===== src/rtl/btn_pkg.sv =====
// Shared definitions for the push-button conditioner: FSM encoding and
// timing constants for silicon and for scaled-down simulation.
package btn_pkg;

    typedef enum logic [1:0] {
        BTN_IDLE       = 2'd0,
        BTN_PRESS_DB   = 2'd1,
        BTN_HELD       = 2'd2,
        BTN_RELEASE_DB = 2'd3
    } btn_state_t;

    // 10 ms debounce and 1 s long-press at 125 MHz
    localparam int BTN_DEBOUNCE_DEFAULT = 1_250_000;
    localparam int BTN_LONG_DEFAULT     = 125_000_000;
    localparam int BTN_CNT_W_DEFAULT    = 27;

    localparam int BTN_DEBOUNCE_SIM = 4;
    localparam int BTN_LONG_SIM     = 20;

endpackage


===== src/rtl/sync_2ff.sv =====
// Two-flop synchroniser for asynchronous board inputs; both stages clear to 0.
module sync_2ff (
    input  logic clk,
    input  logic rst_n,
    input  logic d,
    output logic q
);

    logic meta_reg;
    logic sync_reg;

    always_ff @(posedge clk or negedge rst_n) begin
        if (!rst_n) begin
            meta_reg <= 1'b0;
            sync_reg <= 1'b0;
        end else begin
            meta_reg <= d;
            sync_reg <= meta_reg;
        end
    end

    assign q = sync_reg;

endmodule


===== src/rtl/btn_event_decoder.sv =====
// Push-button conditioner: synchronise, debounce both edges, and decode into a
// stable level plus one-cycle press / release / click / long-press pulses.
module btn_event_decoder
    import btn_pkg::*;
#(
    parameter int DEBOUNCE_CYCLES = BTN_DEBOUNCE_DEFAULT,
    parameter int LONG_CYCLES     = BTN_LONG_DEFAULT,
    parameter int CNT_W           = BTN_CNT_W_DEFAULT
) (
    input  logic clk125_i,
    input  logic reset_n,
    input  logic btn_in,
    output logic btn_level_o,
    output logic press_o,
    output logic release_o,
    output logic click_o,
    output logic long_o
);

    localparam logic [CNT_W-1:0] CNT_ONE   = CNT_W'(1);
    localparam logic [CNT_W-1:0] DB_LAST   = CNT_W'(DEBOUNCE_CYCLES - 1);
    localparam logic [CNT_W-1:0] LONG_LAST = CNT_W'(LONG_CYCLES - 1);
    localparam logic [CNT_W-1:0] LONG_MAX  = CNT_W'(LONG_CYCLES);

    logic             btn_s;
    btn_state_t       state;
    logic [CNT_W-1:0] db_cnt;
    logic [CNT_W-1:0] hold_cnt;
    logic [CNT_W-1:0] hold_inc;
    logic             long_done;

    sync_2ff u_sync (
        .clk   (clk125_i),
        .rst_n (reset_n),
        .d     (btn_in),
        .q     (btn_s)
    );

    assign hold_inc = (hold_cnt == LONG_MAX) ? hold_cnt : hold_cnt + CNT_ONE;

    // The sample that leaves IDLE/HELD already counts as the first stable one,
    // so db_cnt starts at 1 and a change is accepted after DEBOUNCE_CYCLES samples.
    always_ff @(posedge clk125_i or negedge reset_n) begin
        if (!reset_n) begin
            state       <= BTN_IDLE;
            db_cnt      <= '0;
            hold_cnt    <= '0;
            long_done   <= 1'b0;
            btn_level_o <= 1'b0;
            press_o     <= 1'b0;
            release_o   <= 1'b0;
            click_o     <= 1'b0;
            long_o      <= 1'b0;
        end else begin
            press_o   <= 1'b0;
            release_o <= 1'b0;
            click_o   <= 1'b0;
            long_o    <= 1'b0;
            case (state)
                BTN_IDLE: begin
                    if (btn_s) begin
                        state  <= BTN_PRESS_DB;
                        db_cnt <= CNT_ONE;
                    end
                end
                BTN_PRESS_DB: begin
                    if (!btn_s) begin
                        state <= BTN_IDLE;
                    end else if (db_cnt == DB_LAST) begin
                        state       <= BTN_HELD;
                        btn_level_o <= 1'b1;
                        press_o     <= 1'b1;
                        hold_cnt    <= '0;
                        long_done   <= 1'b0;
                    end else begin
                        db_cnt <= db_cnt + CNT_ONE;
                    end
                end
                BTN_HELD: begin
                    if (!btn_s) begin
                        state  <= BTN_RELEASE_DB;
                        db_cnt <= CNT_ONE;
                    end else begin
                        hold_cnt <= hold_inc;
                        if (hold_inc == LONG_LAST && !long_done) begin
                            long_o    <= 1'b1;
                            long_done <= 1'b1;
                        end
                    end
                end
                BTN_RELEASE_DB: begin
                    // hold_cnt stays frozen for the whole dip, including the return sample
                    if (btn_s) begin
                        state <= BTN_HELD;
                    end else if (db_cnt == DB_LAST) begin
                        state       <= BTN_IDLE;
                        btn_level_o <= 1'b0;
                        release_o   <= 1'b1;
                        click_o     <= !long_done;
                    end else begin
                        db_cnt <= db_cnt + CNT_ONE;
                    end
                end
                default: state <= BTN_IDLE;
            endcase
        end
    end

endmodule


===== config.mk =====
export PLATFORM = sky130hd
export DESIGN_NAME = btn_event_decoder
export DESIGN_NICKNAME = d
export VERILOG_FILES = /design/src/rtl/btn_pkg.sv /design/src/rtl/sync_2ff.sv /design/src/rtl/btn_event_decoder.sv
export SDC_FILE = /design/constraint.sdc
export NUM_CORES = 1
export LEC_CHECK = 0
export CAP_MARGIN = 20
export CORE_MARGIN = 2
export CORE_UTILIZATION = 40
export DETAILED_ROUTE_END_ITERATION = 8
export GPL_TIMING_DRIVEN = 1
export MAX_ROUTING_LAYER = met4
export PLACE_DENSITY_LB_ADDON = 0.1
export SLEW_MARGIN = 20
export SYNTH_ARGS = -nofsm -noshare
export SYNTH_HDL_FRONTEND = slang
export SYNTH_SLANG_ARGS = --single-unit

===== constraint.sdc =====
create_clock -name clk125_i -period 2.7 [get_ports clk125_i]
set_input_delay 0.54 -clock clk125_i [delete_from_list [all_inputs] [get_ports clk125_i]]
set_output_delay 0.54 -clock clk125_i [all_outputs]
set_load 0.005 [all_outputs]

After elaboration in Yosys (flattened, before gate mapping) --
Cells that the tools add are included.
Operators by class: multiplexer cells 38, bitwise gates (word level) 0, reduce and logical (&&, ||, !) cells 10, divide/modulo/power cells 0, order comparisons 0, shifts and indexed selects 0, equal/unequal tests 16, add/sub/neg operators 2, $mul 0
Operator list (number):
- 2-to-1 mux 27 bit | 9
- case mux 27 bit (4 select lines) | 1
- adder 27 x 1 -> 27 bit (second input constant) | 2
- equality test 27 bit (second input constant) | 2
- case mux 27 bit (2 select lines) | 1
- equality test 27 x 21 -> 1 bit (second input constant) | 1
- 2-to-1 mux 1 bit | 18
- 2-to-1 mux 2 bit | 6
- AND reduction 4 bit | 3
- inequality test 2 bit (second input constant) | 5
- AND reduction 5 bit | 2
- case mux 2 bit (4 select lines) | 1
- inequality test 2 x 1 -> 1 bit (second input constant) | 3
- equality test 2 bit (second input constant) | 2
- case mux 1 bit (2 select lines) | 2
- nonzero test 2 bit | 2
- inequality test 3 x 2 -> 1 bit (second input constant) | 1
- inequality test 3 bit (second input constant) | 1
- equality test 2 x 1 -> 1 bit (second input constant) | 1
- logical NOT 2 bit | 1
- logical AND 1 bit | 1
- logical NOT 1 bit | 1
Storage, ports and cells: output and inout bits 5, memory bits (read-only) 0, bits of input ports 3, memories 0, RAM bits 0, latch bits 0, logic and storage cells 77, register bits after elaboration 64

Logic depth before layout (Yosys ltp) --
depth in word-level cells 7, depth in mapped cells 10, mapped depth without buffers 9

Hierarchy --
Synthesis repeated with hierarchy kept, for this count alone.
Unflattened totals: cells, all modules 435, area, all modules 3751.1 um2
Modules (own cells, without submodules):
- btn_event_decoder | seq. area each 1551.5 um2, area an instance 3701.0 um2, times used 1, cells an instance 433
- sync_2ff | seq. area each 50.0 um2, area an instance 50.0 um2, times used 1, cells an instance 2

Least setup slack after synthesis --
OpenSTA, ideal clock, no wires.
path kind reg2reg, start register db_cnt[18], end register db_cnt[13], library setup time 0.131 ns, data arrival time 2.206 ns, data required time 2.569 ns, path buffers 1, setup slack 0.363 ns, period minus slack after synthesis 2.337 ns, cell stages (with the launch flop) 11, path through dfrtp_1 -> or4_1 -> nor4_2 -> nand4_2 -> nand2_2 -> inv_2 -> and2_1 -> buf_2 -> and3_1 -> xnor2_1 -> nor2_1
Between the ends: word-level cells in the longest chain between the ends 4, elaborated cells on any way between the ends 5, classes of those cells eq/ne: 1; mux: 4
RTL lines:
- start, declared | line btn_event_decoder.sv:27 | logic [CNT_W-1:0] db_cnt;
- start signal, assigned | line btn_event_decoder.sv:76 | db_cnt <= db_cnt + CNT_ONE;
- start signal, assigned | line btn_event_decoder.sv:101 | db_cnt <= db_cnt + CNT_ONE;
- equality test 27 x 21 -> 1 bit (*) | line btn_event_decoder.sv:69, btn_event_decoder.sv:95
- 2-to-1 mux 27 bit (*)
- 2-to-1 mux 27 bit (on tied branches)
- case mux 27 bit (4 select lines) (*)
Every way passes the cells marked *; elsewhere a longest branch is shown, timed or not. The select of a mux whose other input is x is not followed. A chain may end at the register's enable or synchronous reset.

Worst setup path after layout --
start register db_cnt[18], end register db_cnt[19]
Between the ends: word-level cells in the longest chain between the ends 4, elaborated cells on any way between the ends 6, classes of those cells add/sub: 1; eq/ne: 1; mux: 4
RTL lines:
- adder 27 x 1 -> 27 bit / equality test 27 x 21 -> 1 bit (equally long branches)
- 2-to-1 mux 27 bit (*) | line btn_event_decoder.sv:69, btn_event_decoder.sv:95
- 2-to-1 mux 27 bit (on tied branches) | line btn_event_decoder.sv:93, btn_event_decoder.sv:67
- case mux 27 bit (4 select lines) (*) | line btn_event_decoder.sv:59 | case (state)
Marked as above.

==> impl_metrics.toml <==
[drt]
vias_per_cell = 5.84
drtIter0Drc = 180
antenna_left = 0
totalWireLength_mm = 8.84
wl_per_cell_um = 16.2
drc = 0
vias = 3190
drt_pre_antenna_iters = 4

[placement]
globalplace.congestion = 0.834
place_hpwl_mm = 6.09
place_area_sq_um = 3880
post-place-ws_ns = 0.203
numPortBuffers = 7
dpl.cell_count = 530

[run_status]
status = "completed"

[final_layout]
antenna_cells = 0
layout-drive-gt1-share = 0.0868
reg_top3 = "db_cnt: 27 flops, hold_cnt: 27 flops"
final_cells = 546
final_core_util = 0.461
num-nets-final = 439
design_area_sq_um = 4060
area_growth_pct = 10.7

[grt]
grt_pass1_wl_mm = 15.1
gr-total-overflow = 0
grt_pass1_vias = 2979
antenna_found_initial = 0
grt_usage = 0.198
grt_max_degree = 40

[synthesis]
syn_avg_cell_area_sq_um = 8.55
synthDistinctLibCells = 48
async_flop_share = 1.00
synth_edf_count = 0
synth_nets = 435
ys_warn_count = 0
syn_inst = 429
synth-seq-cells = 64
synth-seq-area-share = 0.436
synth_flop_cell = "dfrtp_1"
syn_area_sq_um = 3670

[cts]
cts_tree = "done"
clockBufferDepth = 2
post_cts_buffers = 0
clk_pin_slew_ns = 0.08
clock_sinks = 64
root_buffer = "clkbuf_8"
clk_latency_ns = 0.34
h-tree-depth = 3
cts_resized = 0
cts_made_buffers = 9
postCtsHoldBufs = 0

[pwr]
p_leak_nw = 1.69
clock_power_share = 0.424
p_per_area_nw_per_um2 = 463
power_mw = 1.88
p_seq_frac = 0.531
worst_ir_drop_vdd_mv = 0.234
comb_power_share = 0.045
p_switching_mw = 0.453
p_int_mw = 1.43
swShare = 0.240

[die]
die_area_sq_um = 9960
rows = 34
num_io_pins = 8
initial_utilization = 0.417
core_area_sq_um = 8810
die_height_um = 99.8
die_w_um = 99.8

[timing]
fmax_mhz = 398
period_needed_ns = 2.51
tns_ns = 0
worst_pin_slew_ns = 0.973
fin_ws_ns = 0.189
whs_ns = 0.212
setup_violations = 0
maxSlewHeadroom = 0.349
period_share = 0.930
rsz0062_at_grt = "no"
hold_viol_final = 0
drv_slew = 0
fin_worst_skew_ns = 0.00959

[worst_setup_path]
crit_arrival_ns = 2.70
worst_ep_required_time_ns = 2.89
critPathLaunchType = "register"
path_class = "reg -> reg"
path_max_fanout = 7
endpoint_kind = "register"

[flow_run]
drv_cap = 0

[min_path]
worst_hold_path_type = "in -> async"
==> final timing paths <==
path,endpoint,start,depth (start not counted),slack (ns)
min reg2reg,u_sync.q$_DFF_PN0_,u_sync.meta_reg$_DFF_PN0_,0,0.35
max reg2reg,db_cnt[19]$_DFFE_PN0P_,db_cnt[18]$_DFFE_PN0P_,9,0.19
max in group asynchronous,hold_cnt[12]$_DFFE_PN0P_,reset_n,2,1.85
min,db_cnt[11]$_DFFE_PN0P_,reset_n,1,0.21
max,db_cnt[19]$_DFFE_PN0P_,db_cnt[18]$_DFFE_PN0P_,9,0.19
min in group clk125_i,u_sync.q$_DFF_PN0_,u_sync.meta_reg$_DFF_PN0_,0,0.35
==> critical path, cell delays in order, from the launching register on <==
cell	delay, ns
dfrtp_1	0.42
or4_1	0.53
nor4_2	0.32
nand4_2	0.24
nand2_2	0.14
inv_2	0.08
and2_1	0.22
nand4_1	0.15
xor2_1	0.20
nor2_1	0.06
==> logic make-up (layout without fill, tap and decap cells) <==
family / after synthesis / count (layout) / synth area share
simple gates: 201 / 201 / 0.290
fa+ha+maj: 3 / 3 / 0.0102
compound gates: 100 / 100 / 0.163
mux: 5 / 5 / 0.0143
buf+inv: 36 / 45 / 0.0385
flops: 64 / 64 / 0.436
xor+xnor: 20 / 20 / 0.0477
==> synthesized netlist by cell type, types with 5 or more instances <==
library cell	number	share of area
dfrtp_1	64	0.44
nand2_1	49	0.050
o21ai_1	39	0.053
nor2_1	38	0.039
nand3_1	29	0.040
clkbuf_1	22	0.023
a21oi_1	17	0.023
nand4_1	17	0.029
and3_1	13	0.022
nor3_1	12	0.016
xnor2_1	10	0.024
xor2_1	10	0.024
o21ai_0	9	0.012
a31oi_1	8	0.014
a22o_1	7	0.017
inv_1	7	0.0072
and4_1	6	0.014
buf_2	5	0.0068
==> layer usage <==
metal | track usage | up-vias | routed length [um]
li1 | - | 1573 | -
met1 | 0.295 | 1544 | 4740
met2 | 0.268 | 65 | 3710
met3 | 0.0251 | 8 | 263
met4 | 0.0875 | 0 | 123
met5 | - | - | 0
==> power groups by stage <==
stage / sequential (mW) / combinational (mW) / clock (mW)
3_5_place_dp: 1.02 / 0.0866 / 0
3_3_place_gp: 1.02 / 0.0849 / 0
2_1_floorplan: 1.01 / 0.0475 / 0
6_report: 1.00 / 0.0848 / 0.798
4_1_cts: 1.00 / 0.0873 / 0.823
5_1_grt: 1.00 / 0.0973 / 0.862
==> placed cells by master, fill, tap and decap left out, drive strengths merged, types with 13 or more instances in the layout <==
master  instances
nand4          18
buf            15
nor3           14
nand2          50
nor2           38
dfrtp          64
o21ai          48
nand3          29
a21oi          17
and3           13
==> area by class of cell <==
type                       instances  area [sq um]
clock buffer                      10           128
clock inverter                     6          60.1
fill                             860          4740
inverter                           8          30.0
multi-input combinational        329          1930
sequential                        64          1600
tap                              108           135
timing repair buffer              21           183
(Power assumes the default switching activity.)
